### config.mk
export PLATFORM = sky130hd
export DESIGN_NAME = esp32_boot_sequencer
export DESIGN_NICKNAME = d
export VERILOG_FILES = /design/src/rtl/esp32_boot_sequencer.sv
export SDC_FILE = /design/constraint.sdc
export NUM_CORES = 1
export LEC_CHECK = 0
export BUFFER_PORTS_ARGS = -buffer_cell sky130_fd_sc_hd__buf_2
export CAP_MARGIN = 0
export CELL_PAD_IN_SITES_DETAIL_PLACEMENT = 1
export CELL_PAD_IN_SITES_GLOBAL_PLACEMENT = 1
export CORE_ASPECT_RATIO = 1.1
export CORE_UTILIZATION = 44
export CTS_CLUSTER_DIAMETER = 200
export DETAILED_ROUTE_END_ITERATION = 6
export PLACE_DENSITY_LB_ADDON = 0.08
export SETUP_SLACK_MARGIN = 0.2
export SLEW_MARGIN = 40
export SYNTH_ARGS = -nofsm -noshare
export SYNTH_HDL_FRONTEND = slang
export SYNTH_SLANG_ARGS = --single-unit
### constraint.sdc
create_clock -name clk_25mhz -period 3.2 [get_ports clk_25mhz]
set_input_delay 0.16 -clock clk_25mhz [delete_from_list [all_inputs] [get_ports clk_25mhz]]
set_output_delay 0.16 -clock clk_25mhz [all_outputs]
set_load 0.005 [all_outputs]
### src/rtl/esp32_boot_sequencer.sv
// ESP32 DTR/RTS auto-reset initiator: drives the nDTR/nRTS decoder pair to reboot the
// target into run or ROM-bootloader mode, and passes FTDI lines through when idle.
module esp32_boot_sequencer #(
    parameter int C_reset_cycles  = 2500000,
    parameter int C_boot_cycles   = 1250000,
    parameter int C_settle_cycles = 250000
) (
    input  logic       clk_25mhz,
    input  logic       reset,
    input  logic       ftdi_ndtr,
    input  logic       ftdi_nrts,
    input  logic       cmd_valid,
    input  logic       cmd_boot,
    output logic       cmd_ready,
    output logic       prog_ndtr,
    output logic       prog_nrts,
    output logic       busy,
    output logic       done,
    output logic [1:0] state_dbg
);

    localparam int C_max_rb = (C_reset_cycles > C_boot_cycles) ? C_reset_cycles : C_boot_cycles;
    localparam int C_max    = (C_max_rb > C_settle_cycles) ? C_max_rb : C_settle_cycles;
    localparam int CW       = (C_max > 1) ? $clog2(C_max + 1) : 1;

    localparam logic [CW-1:0] C_reset_load  = CW'(C_reset_cycles - 1);
    localparam logic [CW-1:0] C_boot_load   = CW'(C_boot_cycles - 1);
    localparam logic [CW-1:0] C_settle_load = CW'(C_settle_cycles - 1);

    typedef enum logic [1:0] {
        IDLE      = 2'd0,
        RST_HOLD  = 2'd1,
        BOOT_HOLD = 2'd2,
        SETTLE    = 2'd3
    } state_t;

    state_t        state;
    logic [CW-1:0] count;
    logic          boot_mode;

    // Handshake: a command is taken on the rising edge where cmd_valid and cmd_ready are
    // both high; cmd_valid at any other time is dropped, never queued.
    assign cmd_ready = (state == IDLE) & ~reset;
    assign busy      = (state != IDLE);
    assign state_dbg = state;

    always_ff @(posedge clk_25mhz) begin
        if (reset) begin
            state     <= IDLE;
            count     <= '0;
            boot_mode <= 1'b0;
            prog_ndtr <= 1'b1;
            prog_nrts <= 1'b1;
            done      <= 1'b0;
        end else begin
            done <= 1'b0;
            case (state)
                IDLE: begin
                    if (cmd_valid) begin
                        boot_mode <= cmd_boot;
                        count     <= C_reset_load;
                        state     <= RST_HOLD;
                        prog_ndtr <= 1'b1;
                        prog_nrts <= 1'b0;
                    end else begin
                        prog_ndtr <= ftdi_ndtr;
                        prog_nrts <= ftdi_nrts;
                    end
                end
                RST_HOLD: begin
                    if (count == '0) begin
                        // Boot mode steps 10 -> 01 so IO0 is low while EN rises.
                        if (boot_mode) begin
                            count     <= C_boot_load;
                            state     <= BOOT_HOLD;
                            prog_ndtr <= 1'b0;
                            prog_nrts <= 1'b1;
                        end else begin
                            count     <= C_settle_load;
                            state     <= SETTLE;
                            prog_ndtr <= 1'b1;
                            prog_nrts <= 1'b1;
                        end
                    end else begin
                        count     <= count - CW'(1);
                        prog_ndtr <= 1'b1;
                        prog_nrts <= 1'b0;
                    end
                end
                BOOT_HOLD: begin
                    if (count == '0) begin
                        count     <= C_settle_load;
                        state     <= SETTLE;
                        prog_ndtr <= 1'b1;
                        prog_nrts <= 1'b1;
                    end else begin
                        count     <= count - CW'(1);
                        prog_ndtr <= 1'b0;
                        prog_nrts <= 1'b1;
                    end
                end
                SETTLE: begin
                    // Outputs stay 11 through the done cycle; passthru shows one cycle later.
                    prog_ndtr <= 1'b1;
                    prog_nrts <= 1'b1;
                    if (count == '0) begin
                        state <= IDLE;
                        done  <= 1'b1;
                    end else begin
                        count <= count - CW'(1);
                    end
                end
                default: begin
                    state     <= IDLE;
                    prog_ndtr <= 1'b1;
                    prog_nrts <= 1'b1;
                end
            endcase
        end
    end

endmodule

# ---- After elaboration in Yosys (flattened, before gate mapping)
# Cells that the tools add are included.
dict set report word_totals {
  reg_bits 28
  latchBits 0
  ramBits 0
  rom_bits 0
  inputBits 6
  output_inout_bits 7
  n_memories 0
}
dict set report op_classes {
  n_addsub 1
  multipliers 0
  n_div 0
  n_lt_le_gt_ge 0
  eq_ne 8
  shifts 0
  mux 19
  bitwise_logic 3
  reduce_logical 8
}
# operator n
set ops {}
lappend ops {{two-way mux 22 bit} 4}
lappend ops {{case mux 22 bit (4 select lines)} 1}
lappend ops {{zero test 22 bit} 1}
lappend ops {{subtractor 22 x 1 -> 22 bit, second input constant} 1}
lappend ops {{two-way mux 21 bit} 1}
lappend ops {{!= test 2 bit, second input constant} 5}
lappend ops {{two-way mux 2 bit} 4}
lappend ops {{case mux 2 bit (4 select lines)} 1}
lappend ops {{two-way mux 1 bit} 6}
lappend ops {{equality test 2 bit, second input constant} 2}
lappend ops {{case mux 1 bit (4 select lines)} 1}
lappend ops {{AND reduction 2 bit} 2}
lappend ops {{AND reduction 4 bit} 1}
lappend ops {{OR reduction 2 bit} 2}
lappend ops {{case mux 1 bit (3 select lines)} 1}
lappend ops {{equality test 2 x 1 -> 1 bit, second input constant} 1}
lappend ops {{zero test 2 bit} 1}
lappend ops {{inverter 1 bit} 2}
lappend ops {{nonzero test 2 bit} 1}
lappend ops {{bitwise AND 1 bit} 1}

# ---- Depth between registers and ports, before layout
# Gate-level depths: netlist of the first run.
dict set report depth {
  word_depth 3
  ltp_mapped 9
  ltp_nobuf 8
}

# ---- Worst setup path before layout of the first run
# No wires, ideal clock.
dict set report synth_path {
  path_kind {reg2reg}
  start {register count[0]}
  end {register count[18]}
  setup_ps 128
  arrival_ps 2341
  path_slack_ps 732
  path_stages_with_launch 9
  period_less_slack_ps 2468
  cell_sequence {dfxtp_1 -> inv_1 -> ha_1 -> or4b_2 -> or4_1 -> o31a_1 -> a31oi_1 -> a2bb2oi_1 -> nor2_1}
}
dict set report synth_via {
  elab_chain_cells 3
}
# element line_no
set synth_lines {}
lappend synth_lines {{start, declared} 38} ;# logic [CW-1:0] count;
lappend synth_lines {{start signal, assigned} 61} ;# count <= C_reset_load;
lappend synth_lines {{start signal, assigned} 74} ;# count <= C_boot_load;
lappend synth_lines {{start signal, assigned} 79} ;# count <= C_settle_load;
lappend synth_lines {{subtractor 22 x 1 -> 22 bit / zero test 22 bit (equally long branches)} n/a}
lappend synth_lines {{two-way mux 22 bit (tied with other cells)} 106} ;# if (count == '0) begin
lappend synth_lines {{case mux 22 bit (4 select lines) / AND reduction 2 bit (equally long branches)} n/a}
# Several ways; a longest one is shown, not always the timed one. The select of a mux whose other input is x is not followed.
# A chain may end at the register's enable or synchronous reset.

# ---- Worst setup path in the final report of the first run
dict set report layout_path {
  start {register count[0]}
  end {register count[6]}
}
# The elaborated chain is that of the path after synthesis.

==> report_table.html, run 1 <==
<table>
<tr><th>Metric</th><th>Value</th></tr>
<tr><th colspan="2">Status</th></tr>
<tr><td>Status</td><td>complete, no violations</td></tr>
<tr><th colspan="2">GRT</th></tr>
<tr><td>Number of global-route vias before repair</td><td>1973</td></tr>
<tr><td>Pin count of the biggest net entering global routing</td><td>29</td></tr>
<tr><td>Final global-route overflow total</td><td>0</td></tr>
<tr><td>Global Route Usage Sum</td><td>29.22%</td></tr>
<tr><td>Global-route wire length before repair</td><td>9.570 mm</td></tr>
<tr><td>Antenna violations before repair</td><td>0</td></tr>
<tr><th colspan="2">Pwr</th></tr>
<tr><td>VDD IR-drop max</td><td>513.7 uV</td></tr>
<tr><td>Proportion of power drawn by combinational gates</td><td>61.9%</td></tr>
<tr><td>Power per unit of standard cell area</td><td>1083 nW/um2</td></tr>
<tr><td>Switching component of the power</td><td>1087 uW</td></tr>
<tr><td>Total chip power</td><td>2099 uW</td></tr>
<tr><td>Switching part of the total power</td><td>51.79%</td></tr>
<tr><td>Cell internal power dissipation</td><td>1012 uW</td></tr>
<tr><td>Clk pwr share</td><td>10.9%</td></tr>
<tr><td>Static power due to leakage</td><td>0.0007331 uW</td></tr>
<tr><td>Relative contribution of sequential cells to total power</td><td>27.2%</td></tr>
<tr><th colspan="2">Worst setup path</th></tr>
<tr><td>Family with the most delay on the worst path</td><td>simple AND/OR/NAND/NOR gates</td></tr>
<tr><td>Worst-path maximum fanout</td><td>5</td></tr>
<tr><td>List of cells traversed by the critical path</td><td>inv_1 -&gt; ha_1 -&gt; or4b_2 -&gt; or4_1 -&gt; nor2_2 -&gt; nand3_1 -&gt; nor4_1 -&gt; a211o_1</td></tr>
<tr><td>Worst Path Class, Setup</td><td>reg2reg</td></tr>
<tr><td>Kind of end point of the critical path</td><td>register</td></tr>
<tr><td>Kind of start point of the critical path</td><td>register</td></tr>
<tr><td>Data arrival, critical path</td><td>3.10 ns</td></tr>
<tr><td>Cell with the largest stage delay on the worst path</td><td>or4b_2</td></tr>
<tr><td>CP peak stage delay</td><td>0.65 ns</td></tr>
<tr><td>CP Data Required Time</td><td>3.43 ns</td></tr>
<tr><td>Buf+Inv Stages, Crit Path</td><td>1</td></tr>
<tr><th colspan="2">Logic synthesis</th></tr>
<tr><td>Average footprint of a synthesized cell</td><td>7.610 um2</td></tr>
<tr><td>Adder-cell share of the synthesized area</td><td>4.982%</td></tr>
<tr><td>Dominant register cell in the synthesized netlist</td><td>dfxtp_1</td></tr>
<tr><td>Xor and xnor fraction of the mapped netlist area</td><td>1.993%</td></tr>
<tr><td>Post-synthesis share of cell area spent on and, or, nand and nor gates</td><td>29.68%</td></tr>
<tr><td>Post-Syn Area</td><td>1758 um2</td></tr>
<tr><td>Count of cell types in the netlist</td><td>53</td></tr>
<tr><td>Proportion of synthesized area in mux cells</td><td>0%</td></tr>
<tr><td>Largest family of logic cells by synthesized area</td><td>simple AND/OR/NAND/NOR gates</td></tr>
<tr><td>Net count of the mapped netlist</td><td>244</td></tr>
<tr><td>Seq cells post-synth</td><td>28</td></tr>
<tr><td>Yosys warning count</td><td>0</td></tr>
<tr><td>Post-synth EDFFs</td><td>0</td></tr>
<tr><td>Asr flop ratio synth</td><td>0%</td></tr>
<tr><td>Sequential element share of the synthesized area</td><td>31.89%</td></tr>
<tr><td>Area fraction in compound gates after synthesis</td><td>27.33%</td></tr>
<tr><td>Synthesized instance count</td><td>231</td></tr>
<tr><th colspan="2">Clock tree</th></tr>
<tr><td>Number of levels the H-tree was split into</td><td>1</td></tr>
<tr><td>Cts bufs inserted</td><td>3</td></tr>
<tr><td>Clock Latency Late Sink</td><td>0.28 ns</td></tr>
<tr><td>Longest Clk Path Bufs</td><td>2</td></tr>
<tr><td>Clock transition at the registers of the reported paths</td><td>0.10 ns</td></tr>
<tr><td>Post-CTS Hold Fix Bufs</td><td>0</td></tr>
<tr><td>Clock root buffer</td><td>clkbuf_8</td></tr>
<tr><td>CTS tree</td><td>yes</td></tr>
<tr><td>Sinks on the clock net</td><td>28</td></tr>
<tr><th colspan="2">Finish</th></tr>
<tr><td>Diode insertion count for antenna repair</td><td>0</td></tr>
<tr><td>Total area of multi-input combinational cells</td><td>1137 um2</td></tr>
<tr><td>Register area</td><td>560.5 um2</td></tr>
<tr><td># nets final</td><td>255</td></tr>
<tr><td>Area added between synthesis and finish</td><td>10.32%</td></tr>
<tr><td>Layout filler cell count</td><td>502</td></tr>
<tr><td>Cell Count, Final, Fillers Out</td><td>291</td></tr>
<tr><td>Share of post-route cells with drive strength above 1</td><td>12.03%</td></tr>
<tr><th colspan="2">STA</th></tr>
<tr><td>Worst clock skew</td><td>0.003827 ns</td></tr>
<tr><td>Final number of max-transition violations</td><td>0</td></tr>
<tr><td>Max-slew headroom at the worst pin</td><td>47.31%</td></tr>
<tr><td>Setup_tns</td><td>0 ns</td></tr>
<tr><td>Final-report hold violation count</td><td>0</td></tr>
<tr><td>Time the worst path needs with I/O delays and setup</td><td>2.865 ns</td></tr>
<tr><td>Total of endpoints with negative setup slack in the final report</td><td>0</td></tr>
<tr><td>RSZ-0062 raised after global routing</td><td>no</td></tr>
<tr><td>Highest clock frequency the design can meet</td><td>349.0 MHz</td></tr>
<tr><td>Period utilisation layout</td><td>89.54%</td></tr>
<tr><td>Measured slew at the worst slew-check pin</td><td>0.7904 ns</td></tr>
<tr><th colspan="2">Die</th></tr>
<tr><td>I/O pin total</td><td>13</td></tr>
<tr><td>Starting Density</td><td>46.99%</td></tr>
<tr><td>Placeable Area</td><td>3741 um2</td></tr>
<tr><td>Row cnt</td><td>23</td></tr>
<tr><td>Overall die height</td><td>68.30 um</td></tr>
<tr><td>Width of the chip</td><td>62.27 um</td></tr>
<tr><td>Die outline area</td><td>4252 um2</td></tr>
<tr><th colspan="2">Placed design</th></tr>
<tr><td>Post-Place Cells</td><td>287</td></tr>
<tr><td>Gpl congestion</td><td>0.9702</td></tr>
<tr><td>Detailed placement HPWL</td><td>4.125 mm</td></tr>
<tr><td>Total of buffers placed on input and output ports</td><td>12</td></tr>
<tr><th colspan="2">Drt</th></tr>
<tr><td>Vias per cell</td><td>6.481</td></tr>
<tr><td>Remaining routing DRC violations</td><td>0</td></tr>
<tr><td>First-pass DRT Iterations</td><td>4</td></tr>
<tr><td>Average detailed-routed wire length per instance</td><td>19.77 um</td></tr>
<tr><td>Number of antenna-violating nets in the routed design</td><td>0</td></tr>
<tr><td>Initial drt markers</td><td>80</td></tr>
<tr><td>Detailed Route WL</td><td>5.752 mm</td></tr>
<tr><td>Number of vias after detailed routing</td><td>1886</td></tr>
<tr><th colspan="2">Flow run</th></tr>
<tr><td>Max-capacitance violation count</td><td>0</td></tr>
<tr><th colspan="2">Worst hold path</th></tr>
<tr><td>Classification of the worst-slack hold path</td><td>in2reg</td></tr>
</table>
==> power groups by stage <==
stage | Combinational, uW | Clock, uW | Sequential [uW]
CTS | 1260 | 234 | 567
global route | 1430 | 248 | 585
global placement | 1190 | 0 | 562
finish | 1300 | 229 | 571
floorplan | 901 | 0 | 531
detailed placement | 1240 | 0 | 574
==> cells in the final DEF, fill, tap and decap left out, types with 6 or more instances in the layout <==
master   instances
dfxtp_1         28
nor2_1          26
o21ai_0         24
a21oi_1         19
nand2_1         15
nor3_1          12
buf_2           12
nand3_1          9
inv_1            7
nor4_1           7
ha_1             7
a31oi_1          6
==> stage by stage <==
step | worst slack [ns] | util (%) | cell area, um2 | hold slack, ns
after floorplan | 0.7317 | - | 1758 | 0.3077
after global placement | 0.5102 | 50.03 | 1872 | 0.4132
after detailed placement | 0.3650 | 50.03 | 1872 | 0.4214
after CTS | 0.2566 | 51.51 | 1927 | 0.1270
after global routing | 0.2152 | 51.84 | 1939 | 0.1359
final | 0.3347 | 51.84 | 1939 | 0.1227
==> cell usage after synthesis (all sizes together) (2+ instances only) <==
| cell type | instances | area, um2 |
|---|---|---|
| nor2 | 27 | 103.9 |
| o22ai | 3 | 18.77 |
| xor2 | 4 | 35.03 |
| or2 | 2 | 12.52 |
| nand2b | 3 | 18.77 |
| or4 | 5 | 41.29 |
| a211o | 2 | 17.52 |
| o31ai | 2 | 15.01 |
| nor4 | 9 | 77.57 |
| buf | 3 | 16.26 |
| clkbuf | 8 | 30.03 |
| ha | 7 | 87.58 |
| a2111oi | 2 | 23.77 |
| a31oi | 6 | 37.54 |
| nand3 | 9 | 45.04 |
| or3 | 5 | 31.28 |
| nor3 | 12 | 60.06 |
| o31a | 2 | 17.52 |
| inv | 7 | 26.28 |
| dfxtp | 28 | 560.5 |
| o21ai | 27 | 135.1 |
| a32oi | 2 | 17.52 |
| nand2 | 15 | 56.30 |
| a2bb2oi | 2 | 17.52 |
| nor3b | 2 | 15.01 |
| a21oi | 19 | 95.09 |
==> cells by family after synthesis <==
family	Yosys count
buf+inv	18
fa+ha+maj	7
flops	28
simple gates	97
compound gates	77
xor+xnor	4
==> per-layer routing <==
| layer | GRT usage [%] | vias up | part of all wire, % |
|---|---|---|---|
| met5 | 2.500 | - | 0 |
| met4 | 13.08 | 0 | 2.9 |
| met3 | 4.333 | 20 | 3.9 |
| met2 | 54.81 | 60 | 50 |
| met1 | 33.23 | 916 | 43 |
| li1 | - | 890 | - |
==> timing repair <==
action / 4_1_cts / 5_1_grt
gates resized for setup: 0 / 2
setup buffers: 0 / 0
setup endpoints to repair: 0 / 9
endpoints found under the hold margin: 0 / 0
==> final cells by class <==
type / count / share of cell area, %
inverter: 7 / 1.355
timing repair buffer: 17 / 5.032
clock buffer: 4 / 2.839
multi-input combinational: 185 / 58.65
sequential: 28 / 28.90
tap: 50 / 3.226
==> sequential cells by signal, indices dropped and copies added, names as in the netlist <==
signal and count:
state_dbg 2, prog_ndtr 1, boot_mode 1, count 22
done 1, prog_nrts 1
==> worst reg2reg max path, stage by stage, from the launching register on <==
cell     delay [ns]
dfxtp_1        0.36
inv_1          0.11
ha_1           0.17
or4b_2         0.65
or4_1          0.58
nor2_2         0.24
nand3_1        0.19
nor4_1         0.36
a211o_1        0.16
==> worst paths after layout <==
path             start   endpoint  slack, ns  cells after the start
max reg2reg   count[0]   count[6]       0.33                      8
min           cmd_boot  boot_mode       0.12                      3
min reg2reg  count[21]  count[21]       0.50                      2
max           count[0]   count[6]       0.33                      8
(Power assumes the default switching activity.)
==> run 2: changes to the inputs <==
CELL_PAD_IN_SITES_DETAIL_PLACEMENT = unset   (was 1)
CELL_PAD_IN_SITES_GLOBAL_PLACEMENT = unset   (was 1)
CORE_UTILIZATION = 59   (was 44)
==> run 2 against run 1 <==
  * Wire length shrank 17%
  * Critical path type unchanged
  * Critical path depth is the same
  * Final cell count shrank 6.5%
  * Design area shrank 3.4%
  * First-iteration DRC count grew 74%
  * Via count is essentially flat
  * Power shrank 6.8%
==> report_table.html, run 2 (synthesis results as in run 1) <==
<table>
<tr><th>Metric</th><th>Value</th></tr>
<tr><th colspan="2">Clock tree</th></tr>
<tr><td>Clock root buffer</td><td>clkbuf_4</td></tr>
<tr><td>Sinks on the clock net</td><td>28</td></tr>
<tr><td>Clock Latency Late Sink</td><td>0.33 ns</td></tr>
<tr><td>Number of levels the H-tree was split into</td><td>1</td></tr>
<tr><td>CTS tree</td><td>yes</td></tr>
<tr><td>Post-CTS Repair Setup Buffers</td><td>0</td></tr>
<tr><td>Cts bufs inserted</td><td>3</td></tr>
<tr><td>Clock transition at the registers of the reported paths</td><td>0.14 ns</td></tr>
<tr><td>Longest Clk Path Bufs</td><td>2</td></tr>
<tr><td>Post-CTS Hold Fix Bufs</td><td>0</td></tr>
<tr><th colspan="2">Worst setup path</th></tr>
<tr><td>Kind of end point of the critical path</td><td>register</td></tr>
<tr><td>Worst-path maximum fanout</td><td>6</td></tr>
<tr><td>CP Data Required Time</td><td>3.43 ns</td></tr>
<tr><td>Worst Path Class, Setup</td><td>reg2reg</td></tr>
<tr><td>Data arrival, critical path</td><td>3.10 ns</td></tr>
<tr><td>Kind of start point of the critical path</td><td>register</td></tr>
<tr><th colspan="2">STA</th></tr>
<tr><td>Final-report hold violation count</td><td>0</td></tr>
<tr><td>RSZ-0062 raised after global routing</td><td>yes</td></tr>
<tr><td>Min setup slack post-route</td><td>0.3253 ns</td></tr>
<tr><td>Time the worst path needs with I/O delays and setup</td><td>2.875 ns</td></tr>
<tr><td>Setup_tns</td><td>0 ns</td></tr>
<tr><td>Worst clock skew</td><td>0.004737 ns</td></tr>
<tr><td>Max-slew headroom at the worst pin</td><td>45.08%</td></tr>
<tr><td>Total of endpoints with negative setup slack in the final report</td><td>0</td></tr>
<tr><td>Highest clock frequency the design can meet</td><td>347.9 MHz</td></tr>
<tr><td>Measured slew at the worst slew-check pin</td><td>0.8239 ns</td></tr>
<tr><td>Final number of max-transition violations</td><td>0</td></tr>
<tr><td>Period utilisation layout</td><td>89.83%</td></tr>
<tr><th colspan="2">Drt</th></tr>
<tr><td>Vias per cell</td><td>6.930</td></tr>
<tr><td>Initial drt markers</td><td>139</td></tr>
<tr><td>Remaining routing DRC violations</td><td>0</td></tr>
<tr><td>Number of vias after detailed routing</td><td>1885</td></tr>
<tr><td>Number of antenna-violating nets in the routed design</td><td>0</td></tr>
<tr><td>Detailed Route WL</td><td>4.799 mm</td></tr>
<tr><td>First-pass DRT Iterations</td><td>5</td></tr>
<tr><td>Average detailed-routed wire length per instance</td><td>17.64 um</td></tr>
<tr><th colspan="2">GRT</th></tr>
<tr><td>Global Route Usage Sum</td><td>32.92%</td></tr>
<tr><td>Final global-route overflow total</td><td>0</td></tr>
<tr><td>Number of global-route vias before repair</td><td>1687</td></tr>
<tr><td>Global-route wire length before repair</td><td>7.638 mm</td></tr>
<tr><td>Pin count of the biggest net entering global routing</td><td>29</td></tr>
<tr><td>Antenna violations before repair</td><td>0</td></tr>
<tr><th colspan="2">Finish</th></tr>
<tr><td>Leading cell type in the layout, fill and taps excluded</td><td>dfxtp_1</td></tr>
<tr><td>Register with the most flip-flops</td><td>count</td></tr>
<tr><td>Fraction of the core area covered by cells at the end of the flow</td><td>66.88%</td></tr>
<tr><td>Cell Count, Final, Fillers Out</td><td>272</td></tr>
<tr><td># nets final</td><td>254</td></tr>
<tr><td>Area added between synthesis and finish</td><td>6.619%</td></tr>
<tr><td>Commonest cells after routing, fill and taps aside</td><td>dfxtp_1 (28), nor2_1 (26), o21ai_0 (24)</td></tr>
<tr><td>Diode insertion count for antenna repair</td><td>0</td></tr>
<tr><td>Max FFs per register</td><td>22</td></tr>
<tr><td>Share of post-route cells with drive strength above 1</td><td>10.88%</td></tr>
<tr><th colspan="2">Pwr</th></tr>
<tr><td>Power per unit of standard cell area</td><td>1044 nW/um2</td></tr>
<tr><td>VDD IR-drop max</td><td>672.2 uV</td></tr>
<tr><td>Static power due to leakage</td><td>0.0007121 uW</td></tr>
<tr><th colspan="2">Placed design</th></tr>
<tr><td>Post-Place Worst Slack</td><td>0.3407 ns</td></tr>
<tr><td>Detailed placement HPWL</td><td>3.397 mm</td></tr>
<tr><td>Gpl congestion</td><td>1.000</td></tr>
<tr><td>Post-Place Cells</td><td>269</td></tr>
<tr><td>Total of buffers placed on input and output ports</td><td>12</td></tr>
<tr><th colspan="2">Flow run</th></tr>
<tr><td>Max-capacitance violation count</td><td>0</td></tr>
<tr><th colspan="2">Die</th></tr>
<tr><td>I/O pin total</td><td>13</td></tr>
<tr><td>Overall die height</td><td>59.25 um</td></tr>
<tr><td>Starting Density</td><td>62.72%</td></tr>
<tr><td>Row cnt</td><td>20</td></tr>
<tr><td>Placeable Area</td><td>2803 um2</td></tr>
<tr><td>Die outline area</td><td>3202 um2</td></tr>
<tr><td>Width of the chip</td><td>54.05 um</td></tr>
<tr><th colspan="2">Status</th></tr>
<tr><td>Status</td><td>complete, no violations</td></tr>
<tr><th colspan="2">Worst hold path</th></tr>
<tr><td>Classification of the worst-slack hold path</td><td>in2reg</td></tr>
</table>
[run 2: cell types whose count changed in the layout (fill, tap and decap cells not counted), sizes merged]
cell / previous run / this run
buf: 17 / 16
clkbuf: 4 / 3
[run 2: worst max-delay path, cell delays in order, from the launching register on]
cell and delay (ns):
dfxtp_1 0.37, inv_1 0.12, ha_1 0.16, or4b_2 0.64, or4_1 0.57, o21ai_1 0.50
o21ai_0 0.18, a2bb2oi_1 0.18, nor2_1 0.05
[run 2: what timing repair did]
action / CTS / global route
resized for setup: 0 / 1
hold endpoints to repair: 0 / 0
setup endpoints to repair: 0 / 1
[run 2: final cells by class]
| class | count | area, um2 |
|---|---|---|
| sequential | 28 | 560.5 |
| multi-input combinational | 185 | 1134 |
| inverter | 7 | 26.28 |
| tap | 33 | 41.29 |
| fill | 258 | 928.4 |
| timing repair buffer | 16 | 90.09 |
| clock buffer | 3 | 22.52 |
[run 2: final timing paths]
| path | start | endpoint | slack (ns) | cells after the start |
|---|---|---|---|---|
| setup / recovery | count[0] | count[13] | 0.33 | 8 |
| hold / removal | cmd_boot | boot_mode | 0.07 | 3 |
| setup reg to reg | count[0] | count[13] | 0.33 | 8 |
| hold reg to reg | count[21] | count[21] | 0.50 | 2 |
[run 2: power breakdown]
part	total (uW)	internal, uW	switching, uW
clock	146	44.4	102
combinational	1250	443	809
sequential	558	448	110
total	1960	935	1020
[run 2: metrics by stage]
stage / total power [uW] / area [um2] / hold slack [ns]
6_report: 1956 / 1874 / 0.07040
5_1_grt: 2095 / 1874 / 0.06254
3_5_place_dp: 1755 / 1843 / 0.4280
2_1_floorplan: 1432 / 1758 / 0.3077
3_3_place_gp: 1721 / 1843 / 0.4118
4_1_cts: 1907 / 1866 / 0.06099
[run 2: routing by layer]
metal / up-vias / track usage, % / wire length (um)
met5: - / 0 / 0
li1: 886 / - / -
met3: 17 / 3.590 / 362
met2: 111 / 52.56 / 2261
met4: 0 / 17.95 / 153
met1: 871 / 42.65 / 2022
